**src/rtl/reg_file.sv**
```systemverilog
// Architectural register file with per-register rename tags (busy flag + newest producer ROB index).
// Writes land on the next edge; operand reads are combinational with a same-cycle commit bypass.
module reg_file #(
  parameter int ROB_IDX_SIZE = 4,
  parameter int REG_NUM      = 32
) (
  input  logic                    clk,
  input  logic                    rst_in,
  input  logic                    rdy_in,
  input  logic                    roll_back,
  input  logic                    de_in_en,
  input  logic [4:0]              de_dest_in,
  input  logic [ROB_IDX_SIZE-1:0] de_rob_idx_in,
  input  logic [4:0]              rs1_idx_in,
  input  logic [4:0]              rs2_idx_in,
  output logic                    rs1_busy_out,
  output logic [ROB_IDX_SIZE-1:0] rs1_dep_out,
  output logic [31:0]             rs1_val_out,
  output logic                    rs2_busy_out,
  output logic [ROB_IDX_SIZE-1:0] rs2_dep_out,
  output logic [31:0]             rs2_val_out,
  input  logic                    rob_in_en,
  input  logic [ROB_IDX_SIZE-1:0] rob_rob_idx_in,
  input  logic [4:0]              rob_dest_in,
  input  logic [31:0]             rob_val_in
);

  logic [31:0]             regs [REG_NUM];
  logic [ROB_IDX_SIZE-1:0] dep  [REG_NUM];
  logic [REG_NUM-1:0]      busy;

  logic issue_ok;
  logic commit_ok;

  assign issue_ok  = de_in_en && (de_dest_in != 5'd0) && !roll_back;
  assign commit_ok = rob_in_en && (rob_dest_in != 5'd0);

  // The issue update comes after the commit clear so a same-cycle rename of the
  // committing register keeps it busy under the new tag.
  always_ff @(posedge clk) begin
    if (rst_in) begin
      for (int i = 0; i < REG_NUM; i++) begin
        regs[i] <= '0;
        dep[i]  <= '0;
      end
      busy <= '0;
    end else if (rdy_in) begin
      if (commit_ok) begin
        regs[rob_dest_in] <= rob_val_in;
        if (dep[rob_dest_in] == rob_rob_idx_in)
          busy[rob_dest_in] <= 1'b0;
      end
      if (roll_back)
        busy <= '0;
      else if (issue_ok) begin
        busy[de_dest_in] <= 1'b1;
        dep[de_dest_in]  <= de_rob_idx_in;
      end
    end
  end

  always_comb begin
    rs1_busy_out = 1'b0;
    rs1_dep_out  = '0;
    rs1_val_out  = '0;
    if (rs1_idx_in != 5'd0) begin
      rs1_dep_out = dep[rs1_idx_in];
      if (rob_in_en && (rob_dest_in == rs1_idx_in) && (dep[rs1_idx_in] == rob_rob_idx_in)) begin
        rs1_val_out = rob_val_in;
      end else begin
        rs1_busy_out = busy[rs1_idx_in];
        rs1_val_out  = regs[rs1_idx_in];
      end
    end
  end

  always_comb begin
    rs2_busy_out = 1'b0;
    rs2_dep_out  = '0;
    rs2_val_out  = '0;
    if (rs2_idx_in != 5'd0) begin
      rs2_dep_out = dep[rs2_idx_in];
      if (rob_in_en && (rob_dest_in == rs2_idx_in) && (dep[rs2_idx_in] == rob_rob_idx_in)) begin
        rs2_val_out = rob_val_in;
      end else begin
        rs2_busy_out = busy[rs2_idx_in];
        rs2_val_out  = regs[rs2_idx_in];
      end
    end
  end

endmodule

```
**config.mk**
```make
export PLATFORM = sky130hd
export DESIGN_NAME = reg_file
export DESIGN_NICKNAME = d
export VERILOG_FILES = /design/src/rtl/reg_file.sv
export SDC_FILE = /design/constraint.sdc
export NUM_CORES = 2
export LEC_CHECK = 0
export CAP_MARGIN = 40
export CORE_MARGIN = 5
export CORE_UTILIZATION = 30
export CTS_CLUSTER_SIZE = 12
export DETAILED_ROUTE_END_ITERATION = 6
export PLACE_DENSITY = 0.41
export SYNTH_ARGS = -nofsm -noshare
export SYNTH_HDL_FRONTEND = slang
export SYNTH_SLANG_ARGS = --single-unit
export TNS_END_PERCENT = 20
```
**constraint.sdc**
```tcl
create_clock -name clk -period 6.25 [get_ports clk]
set_input_delay 0.625 -clock clk [delete_from_list [all_inputs] [get_ports clk]]
set_output_delay 0.625 -clock clk [all_outputs]
set_load 0.01 [all_outputs]
```
## Yosys cells after proc, flatten, opt, wreduce, memory -nomap -nowiden

Memory sizes are Yosys's and may differ from the RTL's.
Cells that the tools add are included.

| word-level totals | value |
|---|---|
| register bits | 32 |
| latch bits | 0 |
| bits in writable memories | 1152 |
| memory bits (read-only) | 0 |
| input bits | 66 |
| output and inout bits | 74 |
| word-level logic and storage cells | 74 |
| memories kept | 2 |

| cells by class | value |
|---|---|
| $add $sub $neg | 0 |
| multiply operators | 0 |
| divide/modulo/power cells | 0 |
| $lt $le $gt $ge | 6 |
| eq/ne operators | 5 |
| shift-type cells | 0 |
| muxes and demuxes | 41 |
| bitwise operators | 3 |
| reduce and logical (&&, ||, !) cells | 16 |

Memories:

| name | words | bits a word | read ports | clocked after memory_dff | wr ports | line | RTL |
|---|---|---|---|---|---|---|---|
| regs | 32 | 32 | 2 | 0 | 32 | 28 | `logic [31:0] regs [REG_NUM];` |
| dep | 32 | 4 | 3 | 0 | 32 | 29 | `logic [ROB_IDX_SIZE-1:0] dep [REG_NUM];` |

Operator list:

| operator | number |
|---|---|
| 32-bit two-way mux | 11 |
| 32-bit AND | 1 |
| 32-bit NOT | 1 |
| 32-bit OR | 1 |
| 32-bit OR reduction | 1 |
| 5-bit by 6-bit less-than comparator with 1-bit output, second input constant | 4 |
| 1-bit two-way mux | 21 |
| 5-bit nonzero test | 4 |
| 4-bit == test | 3 |
| 4-bit two-way mux | 3 |
| 1-bit binary-select mux with 5-bit select | 2 |
| 1-bit demux with 5-bit select | 2 |
| 5-bit == test | 2 |
| 5-bit by 1-bit >= comparator with 1-bit output, second input constant | 2 |
| 5-bit two-way mux | 2 |
| 1-bit logical AND | 9 |
| 4-bit OR reduction | 1 |
| 1-bit logical NOT | 1 |

## Logic depth before layout (Yosys ltp)

| logic depth | value |
|---|---|
| depth after elaboration | 13 |
| mapped depth | 14 |
| depth with buffers taken out | 8 |

## Worst setup path before layout

No wires, ideal clock.

| path | value |
|---|---|
| path type | input to output |
| from | input port rs1_idx_in[0] |
| to | output port rs1_val_out[12] |
| arrival | 3.077 ns |
| data required time | 5.625 ns |
| setup slack | 2.548 ns |
| cell stages on the path | 10 |
| path buffers | 5 |
| path through | buf_6 -> buf_12 -> buf_4 -> buf_2 -> buf_1 -> mux4_2 -> mux4_2 -> mux2i_1 -> o31a_1 -> nor3_2 |

| between the ends | value |
|---|---|
| cells in the longest elaborated chain, start to end | 5 |
| elaborated cells on any way between the ends | 9 |
| those cells by class | eq/ne (2); mux (2); reduce/logical (3); memory (2) |

RTL lines:

| item | line | RTL |
|---|---|---|
| start, declared | 14 | `input logic [4:0] rs1_idx_in,` |
| memory read 32 x 4 bit / 5-bit == test (equally long branches) | - |  |
| 4-bit == test / 1-bit logical AND (equally long branches) | 68 | `if (rob_in_en && (rob_dest_in == rs1_idx_in) && (dep[rs1_idx_in] == rob_rob_idx_in)) begin` |
| 1-bit logical AND | 68 |  |
| 32-bit two-way mux | 68 |  |
| 32-bit two-way mux * | 66 | `if (rs1_idx_in != 5'd0) begin` |
| end, declared | 18 | `output logic [31:0] rs1_val_out,` |

Every way passes the cells marked *; elsewhere a longest branch is shown, timed or not.

## Final worst setup path

| path | value |
|---|---|
| from | input port rs1_idx_in[1] |
| to | output port rs1_val_out[1] |

Same word-level chain as after synthesis.

==> reports/qor.txt <==
Final Non-Filler Cells: 7,264
Number of buffers created by CTS: 147
Std cell rows: 172
Pwr/cell area: 268.7 nW/um2
Power Total: 20.31 mW
Worst-margin pin slew: 1091 ps
Clk slew on worst S/H paths: 50 ps
Max-cap violations: 0
Initial antenna violation count: 17
Placed cell count: 6,989
DR pass1 iterations: 6
Count of cell types in the netlist: 65
Initial Util: 0.3006
RD Place Congestion: 0.8682
Sequential share of the synthesized area: 0.5355
WL/cell: 35.00 um
Peak supply drop: 0.2612 mV
Sw Share: 0.2660
Clk root buf: clkbuf_16
Status: finished clean
Clock group share of total power: 0.395
Synthesis-to-finish area growth: 14.87%
CP Max Fanout: 65
Cell internal pwr: 14.91 mW
Static leakage: 25.14 nW
Largest net degree at the start of global routing: 119
Dpl hpwl: 153,700 um
# fillers: 20.55k
Worst-Skew Late Latency: 790 ps
Worst slack, placed: 634.9 ps
Async SR Flop Fraction: 0
Warnings, synthesis: 0
Mapped cell area: 65,800 um2
Worst-case clock buffer depth: 3
Die Area: 228,800 um2
Htree depth: 4
CTS sink cnt: 1,184
Share of post-route cells with drive strength above 1: 0.2888
Switch Pwr: 5.403 mW
ANT nets after route: 0
Reg power frac: 0.459
Post-CTS Hold Buffers: 0
Die width: 478.3 um
DRC: 0
GR Util All Layers: 0.2193
Worst Setup End Kind: primary output
# IOs: 140
Worst Slack Setup Final: 710.5 ps
Slew headroom: 0.2726
Avg Cell Area, Syn: 15.58 um2
Seq cells post-synth: 1,184
TNS Setup: 0 ps
Critical path type: in2out
RSZ-0062 raised after global routing: no
Post-layout min period: 5540 ps
Overflow after GRT: 0
Synth Flop Type: edfxtp_1
Core Area: 218,900 um2
First-iteration detailed-routing DRC count: 3,893
CTS tree: built
Critical Path AT: 4910 ps
Routed WL: 254,300 um
Final Slew Violations: 0
Clock skew: 22.46 ps
Post-cts resize count: 0
IO buf count: 139
Gate power share: 0.146
Min-Delay Path Class: in2reg
Vias per cell: 5.423
First-pass GRT wire length: 350,900 um
Finished Core Util: 0.3453
Final worst-path cycle share: 0.8863
CP required: 5620 ps
Mapped Cells: 4,224
Final hold violation count: 0
Vias: 39.40k
F_max: 0.1805 GHz
Final nets: 4,333
Die span in y: 478.3 um
Finish-stage setup viols: 0
Post-synth EDFFs: 1,152
Post-CTS setup buffers: 0
Vias in the first global route: 40.81k
Worst setup SP type: input pin
==> sequential cells by signal, indices dropped and copies added (netlist names) <==
signal  flops
busy       32
regs     1024
dep       128
==> power by group through the flow <==
stage                     sequential (mW)  combinational, mW  clock, mW
after detailed placement             9.49               2.98          0
after floorplan                      9.39               1.69          0
after global routing                 9.38               3.07       8.54
after global placement               9.48               2.97          0
final                                9.33               2.96       8.02
after CTS                            9.33               2.99       8.23
==> final cells by class <==
cell class | count | area [um2] | share of cell area
Sequential cell | 1184 | 35230 | 0.4662
Multi-Input combinational cell | 2615 | 29050 | 0.3844
Tap cell | 2871 | 3592 | 0.04753
Clock buffer | 192 | 3931 | 0.05201
Antenna cell | 10 | 25.02 | 0.0003311
Clock inverter | 73 | 462.9 | 0.006125
Timing Repair Buffer | 313 | 3252 | 0.04302
Inverter | 6 | 30.03 | 0.0003973
==> metal layers <==
| metal | up-vias | track usage | part of all wire |
|---|---|---|---|
| met5 | - | 0 | 0.000051 |
| met4 | 2 | 0.05612 | 0.026 |
| met3 | 312 | 0.02901 | 0.043 |
| met2 | 1139 | 0.3778 | 0.50 |
| met1 | 21330 | 0.2926 | 0.43 |
| li1 | 16610 | - | - |
==> logic make-up after synthesis <==
family	share of synthesized area
AO/OA/AOI/OAI	0.02105
XOR/XNOR	0.002662
buffers and inverters	0.02925
flip-flops	0.5355
multiplexers	0.2687
other	0.00005699
AND/OR/NAND/NOR	0.1428
==> path summary, 6_finish.rpt <==
path,start,to,slack [ps],depth (start not counted)
max reg2reg,dep[17][0],busy[8],3170,9
max,rs1_idx_in[1],rs1_val_out[1],710,12
min reg2reg,busy[0],busy[0],500,1
min,rst_in,regs[0][27],330,1
==> cells in the mapped netlist, drive strengths merged, types with 5 or more instances <==
cell,instances,share of area
nand2,20,0.0011
nor2b,9,0.00086
nor2,122,0.0070
nand4b,6,0.00080
a21oi,9,0.00068
and2,1119,0.11
or2,65,0.0062
edfxtp,1152,0.53
buf,140,0.011
o211ai,5,0.00057
nor4,43,0.0067
a31o,29,0.0039
nand4bb,5,0.00086
nand4,5,0.00048
mux2i,164,0.025
or4,31,0.0035
mux4,711,0.24
nor3,35,0.0047
dfxtp,32,0.0097
xnor2,7,0.00093
o21ai,12,0.00097
o31a,32,0.0043
nand3,6,0.00046
o22ai,37,0.0035
xor2,13,0.0017
a211oi,33,0.0038
a22oi,8,0.00091
inv,5,0.00029
clkbuf,314,0.018
nand3b,9,0.0010
==> placed cells by master (no fill, tap or decap), types with 29 or more instances in the layout <==
cell type / count
edfxtp_1: 1152
or4_1: 31
clkinv_2: 29
dfxtp_1: 32
clkdlybuf4s50_1: 119
o31a_1: 32
clkbuf_16: 150
nor2_1: 91
clkbuf_1: 40
and2_1: 1119
conb_1: 36
buf_12: 41
or2_2: 65
mux4_2: 711
a211oi_1: 33
a31o_1: 29
mux2i_1: 164
clkinv_1: 31
o22ai_1: 37
buf_4: 130
nor2_4: 31
==> stage by stage <==
step,hold WS (ps),cell area (um2)
final,331.4,75580
after global routing,296.4,75560
after CTS,275.5,75560
after detailed placement,483.1,71160
after global placement,466.2,70850
after floorplan,443.1,65930
==> worst max-delay path, cell delays in order <==
cell and delay [ps]:
buf_8 420, buf_4 540, mux4_2 450, o21ai_1 120, o21ai_1 80, o22ai_1 250
xor2_1 220, nand4_1 330, buf_12 330, o31a_1 340, nor3_1 460, clkdlybuf4s50_1 650
No activity file was read; power rests on OpenSTA's default activity.
